[src/rtl/ahb_response_mux.sv]
// ahb_response_mux
//   Data-phase return path of the AHB-Lite interconnect. The decoder's
//   subordinate selects are captured at each address-phase completion.
//   That captured select then steers the chosen subordinate's
//   HRDATA/HREADYOUT/HRESP back to the manager. The block also contains
//   the default subordinate, which answers unmapped active transfers with
//   a two-cycle ERROR. HREADY is the bus-wide ready that goes back to the
//   decoder and to all subordinates.
//
// Ports
//   HCLK, HRESET          clock, synchronous active-high reset
//   HSEL1..3, HSELd       address-phase selects (priority 1 > 2 > 3 > d)
//   HTRANS                manager transfer type (bit 1 set = NONSEQ/SEQ)
//   HRDATAx/HREADYOUTx/HRESPx   subordinate responses
//   HRDATA/HREADY/HRESP   muxed response to the manager
module ahb_response_mux #(
    parameter int DATA_WIDTH = 32,
    parameter int RESP_WIDTH = 1
) (
    input  logic                  HCLK,
    input  logic                  HRESET,
    input  logic                  HSEL1,
    input  logic                  HSEL2,
    input  logic                  HSEL3,
    input  logic                  HSELd,
    input  logic [1:0]            HTRANS,
    input  logic [DATA_WIDTH-1:0] HRDATA1,
    input  logic [DATA_WIDTH-1:0] HRDATA2,
    input  logic [DATA_WIDTH-1:0] HRDATA3,
    input  logic                  HREADYOUT1,
    input  logic                  HREADYOUT2,
    input  logic                  HREADYOUT3,
    input  logic [RESP_WIDTH-1:0] HRESP1,
    input  logic [RESP_WIDTH-1:0] HRESP2,
    input  logic [RESP_WIDTH-1:0] HRESP3,
    output logic [DATA_WIDTH-1:0] HRDATA,
    output logic                  HREADY,
    output logic [RESP_WIDTH-1:0] HRESP
);

    typedef enum logic [2:0] {SEL_NONE, SEL_S1, SEL_S2, SEL_S3, SEL_DEF} sel_t;
    typedef enum logic [1:0] {D_IDLE, D_ERR1, D_ERR2} dstate_t;

    sel_t    sel_q;
    sel_t    sel_next;
    dstate_t dstate;
    logic    hreadyd;
    logic    hrespd;

    // NONSEQ and SEQ are the only transfer types that need a real response.
    logic htrans_active;
    assign htrans_active = (HTRANS == 2'b10) || (HTRANS == 2'b11);

    // Priority resolution of the address-phase selects.
    always_comb begin
        sel_next = SEL_NONE;
        if (HSEL1)      sel_next = SEL_S1;
        else if (HSEL2) sel_next = SEL_S2;
        else if (HSEL3) sel_next = SEL_S3;
        else if (HSELd) sel_next = SEL_DEF;
    end

    // An active transfer to the default subordinate, accepted this cycle.
    logic def_err_start;
    assign def_err_start = HREADY && (sel_next == SEL_DEF) && htrans_active;

    // Data-phase select: loads only when the current data phase completes.
    always_ff @(posedge HCLK) begin
        if (HRESET)
            sel_q <= SEL_NONE;
        else if (HREADY)
            sel_q <= sel_next;
    end

    // Default-subordinate responder. Its outputs are registered alongside
    // the state, so HREADYd/HRESPd always match the state being entered.
    always_ff @(posedge HCLK) begin
        if (HRESET) begin
            dstate  <= D_IDLE;
            hreadyd <= 1'b1;
            hrespd  <= 1'b0;
        end else begin
            case (dstate)
                D_IDLE: begin
                    if (def_err_start) begin
                        dstate  <= D_ERR1;
                        hreadyd <= 1'b0;
                        hrespd  <= 1'b1;
                    end
                end
                D_ERR1: begin
                    dstate  <= D_ERR2;
                    hreadyd <= 1'b1;
                    hrespd  <= 1'b1;
                end
                D_ERR2: begin
                    // A new error transfer can be accepted in ERR2, which
                    // gives back-to-back ERROR responses.
                    if (def_err_start) begin
                        dstate  <= D_ERR1;
                        hreadyd <= 1'b0;
                        hrespd  <= 1'b1;
                    end else begin
                        dstate  <= D_IDLE;
                        hreadyd <= 1'b1;
                        hrespd  <= 1'b0;
                    end
                end
                default: begin
                    dstate  <= D_IDLE;
                    hreadyd <= 1'b1;
                    hrespd  <= 1'b0;
                end
            endcase
        end
    end

    // Response mux. When no subordinate is selected (unmapped region 0),
    // the transfer completes as a zero-wait OKAY.
    always_comb begin
        HRDATA = '0;
        HREADY = 1'b1;
        HRESP  = '0;
        case (sel_q)
            SEL_S1: begin
                HRDATA = HRDATA1;
                HREADY = HREADYOUT1;
                HRESP  = HRESP1;
            end
            SEL_S2: begin
                HRDATA = HRDATA2;
                HREADY = HREADYOUT2;
                HRESP  = HRESP2;
            end
            SEL_S3: begin
                HRDATA = HRDATA3;
                HREADY = HREADYOUT3;
                HRESP  = HRESP3;
            end
            SEL_DEF: begin
                HREADY = hreadyd;
                HRESP  = RESP_WIDTH'(hrespd);
            end
            default: ;
        endcase
    end

endmodule

[config.mk]
export PLATFORM = sky130hd
export DESIGN_NAME = ahb_response_mux
export DESIGN_NICKNAME = d
export VERILOG_FILES = /design/src/rtl/ahb_response_mux.sv
export SDC_FILE = /design/constraint.sdc
export NUM_CORES = 1
export LEC_CHECK = 0
export CAP_MARGIN = 20
export CORE_UTILIZATION = 27
export CTS_CLUSTER_DIAMETER = 80
export DETAILED_ROUTE_END_ITERATION = 6
export PLACE_DENSITY = 0.86
export SLEW_MARGIN = 20
export SYNTH_ARGS = -nofsm -noshare
export SYNTH_HDL_FRONTEND = slang
export SYNTH_SLANG_ARGS = --single-unit
[constraint.sdc]
create_clock -name HCLK -period 1.7 [get_ports HCLK]
set_input_delay 0.34 -clock HCLK [delete_from_list [all_inputs] [get_ports HCLK]]
set_output_delay 0.34 -clock HCLK [all_outputs]
set_load 0.05 [all_outputs]
== After elaboration in Yosys (flattened, before gate mapping) ==
Index checks and enable logic that the tools add are counted.

* Logic and storage cells: 34
* Register bits: 7
* Bits of input ports: 110
* Output and inout bits: 34

* Multiplexer cells: 16
* Eq/ne operators: 10
* Reduce and logical (&&, ||, !) cells: 4

{| class="wikitable"
|+ Operators by type and width
! kind !! count
|-
| $pmux W32 S3 || 1
|-
| $mux W3 || 4
|-
| $pmux W1 S4 || 2
|-
| $eq A2 B2 Y1 const B || 3
|-
| $eq A3 B2 Y1 const B || 2
|-
| $eq A3 B3 Y1 const B || 2
|-
| $pmux W2 S3 || 1
|-
| $mux W1 || 5
|-
| $eq A3 B1 Y1 const B || 1
|-
| $pmux W1 S3 || 1
|-
| $eq A2 B1 Y1 const B || 1
|-
| $logic_and A1 B1 Y1 || 2
|-
| $logic_not A2 Y1 || 1
|-
| $mux W2 || 1
|-
| $ne A2 B2 Y1 const B || 1
|-
| $pmux W1 S2 || 1
|-
| $logic_or A1 B1 Y1 || 1
|}

== Logic depth before layout (Yosys ltp) ==
* Depth after elaboration: 9
* Depth in mapped cells: 6
* Mapped depth without buffers: 5

== Worst setup path after synthesis ==
No wires, ideal clock.

* Path kind: register -> output
* Start point: register sel_q[2]
* End point: output HRESP
* Stages on the path, launching flop included: 5
* Path slack: -0.447 ns
* Arrival: 1.807 ns
* Buffers on the path: 1
* Data required time: 1.360 ns
* Path through: dfxtp_1 > buf_4 > nor3b_1 > a31oi_1 > o21ai_0

* Word-level cells in the longest chain between the ends: 2

{| class="wikitable"
|+ RTL lines
! element !! RTL line !! source
|-
| start: declaration || 44 || <nowiki>sel_t sel_q;</nowiki>
|-
| start signal: assignment || 72 || <nowiki>sel_q <= sel_next;</nowiki>
|-
| $eq A3 B3 Y1 (tied with other cells) || 124 || <nowiki>case (sel_q)</nowiki>
|-
| $pmux W1 S4 (*) || 124 ||
|-
| end: declaration || 38 || <nowiki>output logic [RESP_WIDTH-1:0] HRESP</nowiki>
|}

Mark *: on every way between the ends. The rest lies on a longest branch, timed or not.

== Worst setup path after layout ==
* Start point: register sel_q[1]
* End point: output HRDATA[6]

* Word-level cells in the longest chain between the ends: 2

{| class="wikitable"
|+ RTL lines
! element !! RTL line !! source
|-
| $eq A3 B2 Y1 or $eq A3 B1 Y1 (tied branches) || 124 ||
|-
| $pmux W32 S3 (*) || 124 ||
|-
| end: declaration || 36 || <nowiki>output logic [DATA_WIDTH-1:0] HRDATA,</nowiki>
|}

Marked as above.

==> reports/qor.csv <==
stage,metric,value,unit
logic_synthesis,async set or reset register ratio after synthesis,0,
placement,gpl congestion,0.795,
critical_path,"Max stage delay cell, worst path",dfxtp_4,
sta,Tmin final,2.03,ns
logic_synthesis,Seq cells post-synth,7,
detailed_routing,Wirelength per Cell,21.0,um
clock_network,# clock sinks,7,
run_status,outcome,"finished, violations left",
sta,worst slew pin tran,0.371,ns
sta,Final Slew Violations,0,
run_status,failing checks,negative setup slack,
pwr,Worst VDD drop,0.000621,V
logic_synthesis,"Primary FF master, synth",dfxtp_1,
clock_network,CTS Hold Buffers Added,0,
critical_path,Setup CP Type,flop to output pin,
critical_path,"Req. time, crit path",1.36,ns
sta,Final setup viols,35,
critical_path,element type at the critical path end,output pin,
logic_synthesis,post-synthesis cell area,1200,um^2
cells_and_area,fill count,212,
logic_synthesis,sequential area share after synthesis,0.117,
sta,skew final,0.000234,ns
sta,Max-slew headroom,0.753,
detailed_routing,DR iter-0 viols,112,
cells_and_area,most used cells in the layout excluding fill and tap cells,"clkdlybuf4s50_1 (108), mux2_2 (27), buf_6 (27), nor2_4 (25), a22oi_2 (25)",
detailed_routing,DRT Pass-1 Iters,4,
detailed_routing,vias per cell,5.28,
sta,final hold vios,0,
worst_hold_path,hold crit path type,flop to flop,
logic_synthesis,Cells after Synth,157,
logic_synthesis,post-synthesis cell type count,30,
cells_and_area,diode count,0,
logic_synthesis,Post-synth EDFFs,0,
cells_and_area,"commonest non-fill, non-tap cell in the layout",clkdlybuf4s50_1,
clock_network,Root Buffer,clkbuf_8,
critical_path,CP peak stage delay,0.40,ns
clock_network,H-tree depth,1,
pwr,pwr/cell area,595,nW/um^2
clock_network,clock edge transition at the registers on the reported setup and hold paths,0.04,ns
sta,RSZ-0062 raised after global routing,true,
cells_and_area,Layout area overhead,189,%
cells_and_area,share of cells above drive strength 1,0.513,
sta,Worst Slack Setup Final,-0.331,ns
critical_path,crit-path cells,"buf_12, inv_8, nor2_4, buf_6, buf_8, a22oi_2, nor2_2, buf_6",
critical_path,startpoint types,flop,
cells_and_area,Multi-input gate area,1320,um^2
global_routing,GRT Total Usage,0.256,
clock_network,CTS max path bufs,2,
logic_synthesis,syn_nets,267,
sta,Setup TNS,-8.59,ns
clock_network,Num CTS Buffers,3,
cells_and_area,Final nets,429,
die,initial core utilization,0.290,
detailed_routing,drt total wl,7.72,mm
sta,fmax,0.492,GHz
global_routing,vias in the first global route,1828,
placement,I/O Buffers,142,
die,I/O pin count,144,
global_routing,global-route wire length before repair,8.91,mm
logic_synthesis,Synth Area per Inst,7.64,um^2
run,MaxCap Viol Count,0,
cells_and_area,Reg area,148,um^2
die,total core area,4140,um^2
global_routing,largest net degree at the start of global routing,25,
die,Die Area,4710,um^2
critical_path,CP most frequent cell,buf_6,
global_routing,initial antenna violation count,0,
critical_path,CP arrival,1.69,ns
die,Die Ht,68.7,um
cells_and_area,Post-Route Utilization,0.836,
pwr,leakage power,0.00132,uW
placement,post-detail-place hpwl,4.36,mm
clock_network,worst-skew pair later-pin latency,0.22,ns
global_routing,GRT Residual Overflow,0,
die,Row Count,23,
clock_network,CTS tree,yes,
detailed_routing,DR vias,1943,
detailed_routing,Post-DRT Antenna Nets,0,
critical_path,CP Max Fanout,6,
detailed_routing,# DRC,0,
logic_synthesis,synth warn,0,
die,chip width,68.7,um
sta,Final Cycle Share,1.19,
-- routing by layer --
layer / up-vias / track usage / wire, um
met5: - / 0 / 0
met4: 0 / 0.0729 / 159
met3: 18 / 0.0526 / 691
met2: 94 / 0.484 / 4190
met1: 932 / 0.283 / 2680
li1: 899 / - / -
-- where the power goes --
part | internal, uW | switching [uW]
clock network | 162 | 64.4
registers | 172 | 16.4
logic | 807 | 841
total | 1140 | 922
-- worst paths after layout --
check	slack (ns)	depth (start not counted)	endpoint	from
worst max-delay path	-0.33	8	HRDATA[6]	sel_q[1]$_SDFFE_PP0P_
worst min-delay path	0.50	1	dstate[1]$_SDFFE_PP0P_	dstate[0]$_SDFFE_PP0P_
worst max register to register	-0.04	7	sel_q[0]$_SDFFE_PP0P_	sel_q[1]$_SDFFE_PP0P_
worst min register to register	0.50	1	dstate[1]$_SDFFE_PP0P_	dstate[0]$_SDFFE_PP0P_
-- critical path: cells and delay by family, from the launching register on --
kind | cells | cell delay (ns)
buffers and inverters | 5 | 0.65
DFF | 1 | 0.40
and+or+nand+nor | 2 | 0.32
AOI/OAI and AO/OA | 1 | 0.10
-- cell type report --
class                      instances  share of cell area
clock buffer                       4              0.0130
inverter                           3             0.00542
multi-input combinational        132               0.382
sequential                         7              0.0426
tap                               50              0.0181
timing repair buffer             172               0.539
-- metrics by stage --
step	hold slack [ns]	power, uW	setup slack [ns]	cell area (um^2)	instances
finish	0.504	2060	-0.331	3470	368
global route	0.526	2140	-0.383	3470	368
CTS	0.508	1880	-0.242	3170	354
detailed placement	0.496	1490	-0.231	2870	348
global placement	0.489	1470	-0.219	2870	348
floorplan	0.472	971	-0.0720	1400	157
-- synthesized netlist by cell type, types with 3 or more instances --
library cell,count,share of area
buf_1,3,0.0094
a22oi_1,32,0.20
a21oi_1,3,0.013
mux2_2,32,0.30
o21ai_0,3,0.013
buf_2,7,0.029
clkbuf_1,3,0.0094
nand2b_1,3,0.016
mux2i_1,3,0.025
dfxtp_1,7,0.12
nor2_1,38,0.12
-- registers in the layout (all words and copies together), names as in the netlist --
signal / count
hreadyd: 1
sel_q: 3
hrespd: 1
dstate: 2
-- repair_timing --
action / 4_1_cts / 5_1_grt
setup endpoints to repair: 35 / 35
gates cloned: 2 / 4
endpoints found under the hold margin: 0 / 0
buffers inserted: 0 / 11
pin swaps: 3 / 18
resized for setup: 56 / 35
-- cells by family (layout without fill, tap and decap cells) --
| kind of cell | Yosys count | count (layout) | share of synthesized area |
|---|---|---|---|
| multiplexers | 36 | 36 | 0.335 |
| flip-flops | 7 | 7 | 0.117 |
| AND/OR/NAND/NOR | 54 | 54 | 0.212 |
| buffers and inverters | 18 | 179 | 0.0751 |
| AO/OA/AOI/OAI | 42 | 42 | 0.262 |
(Power assumes the default switching activity.)
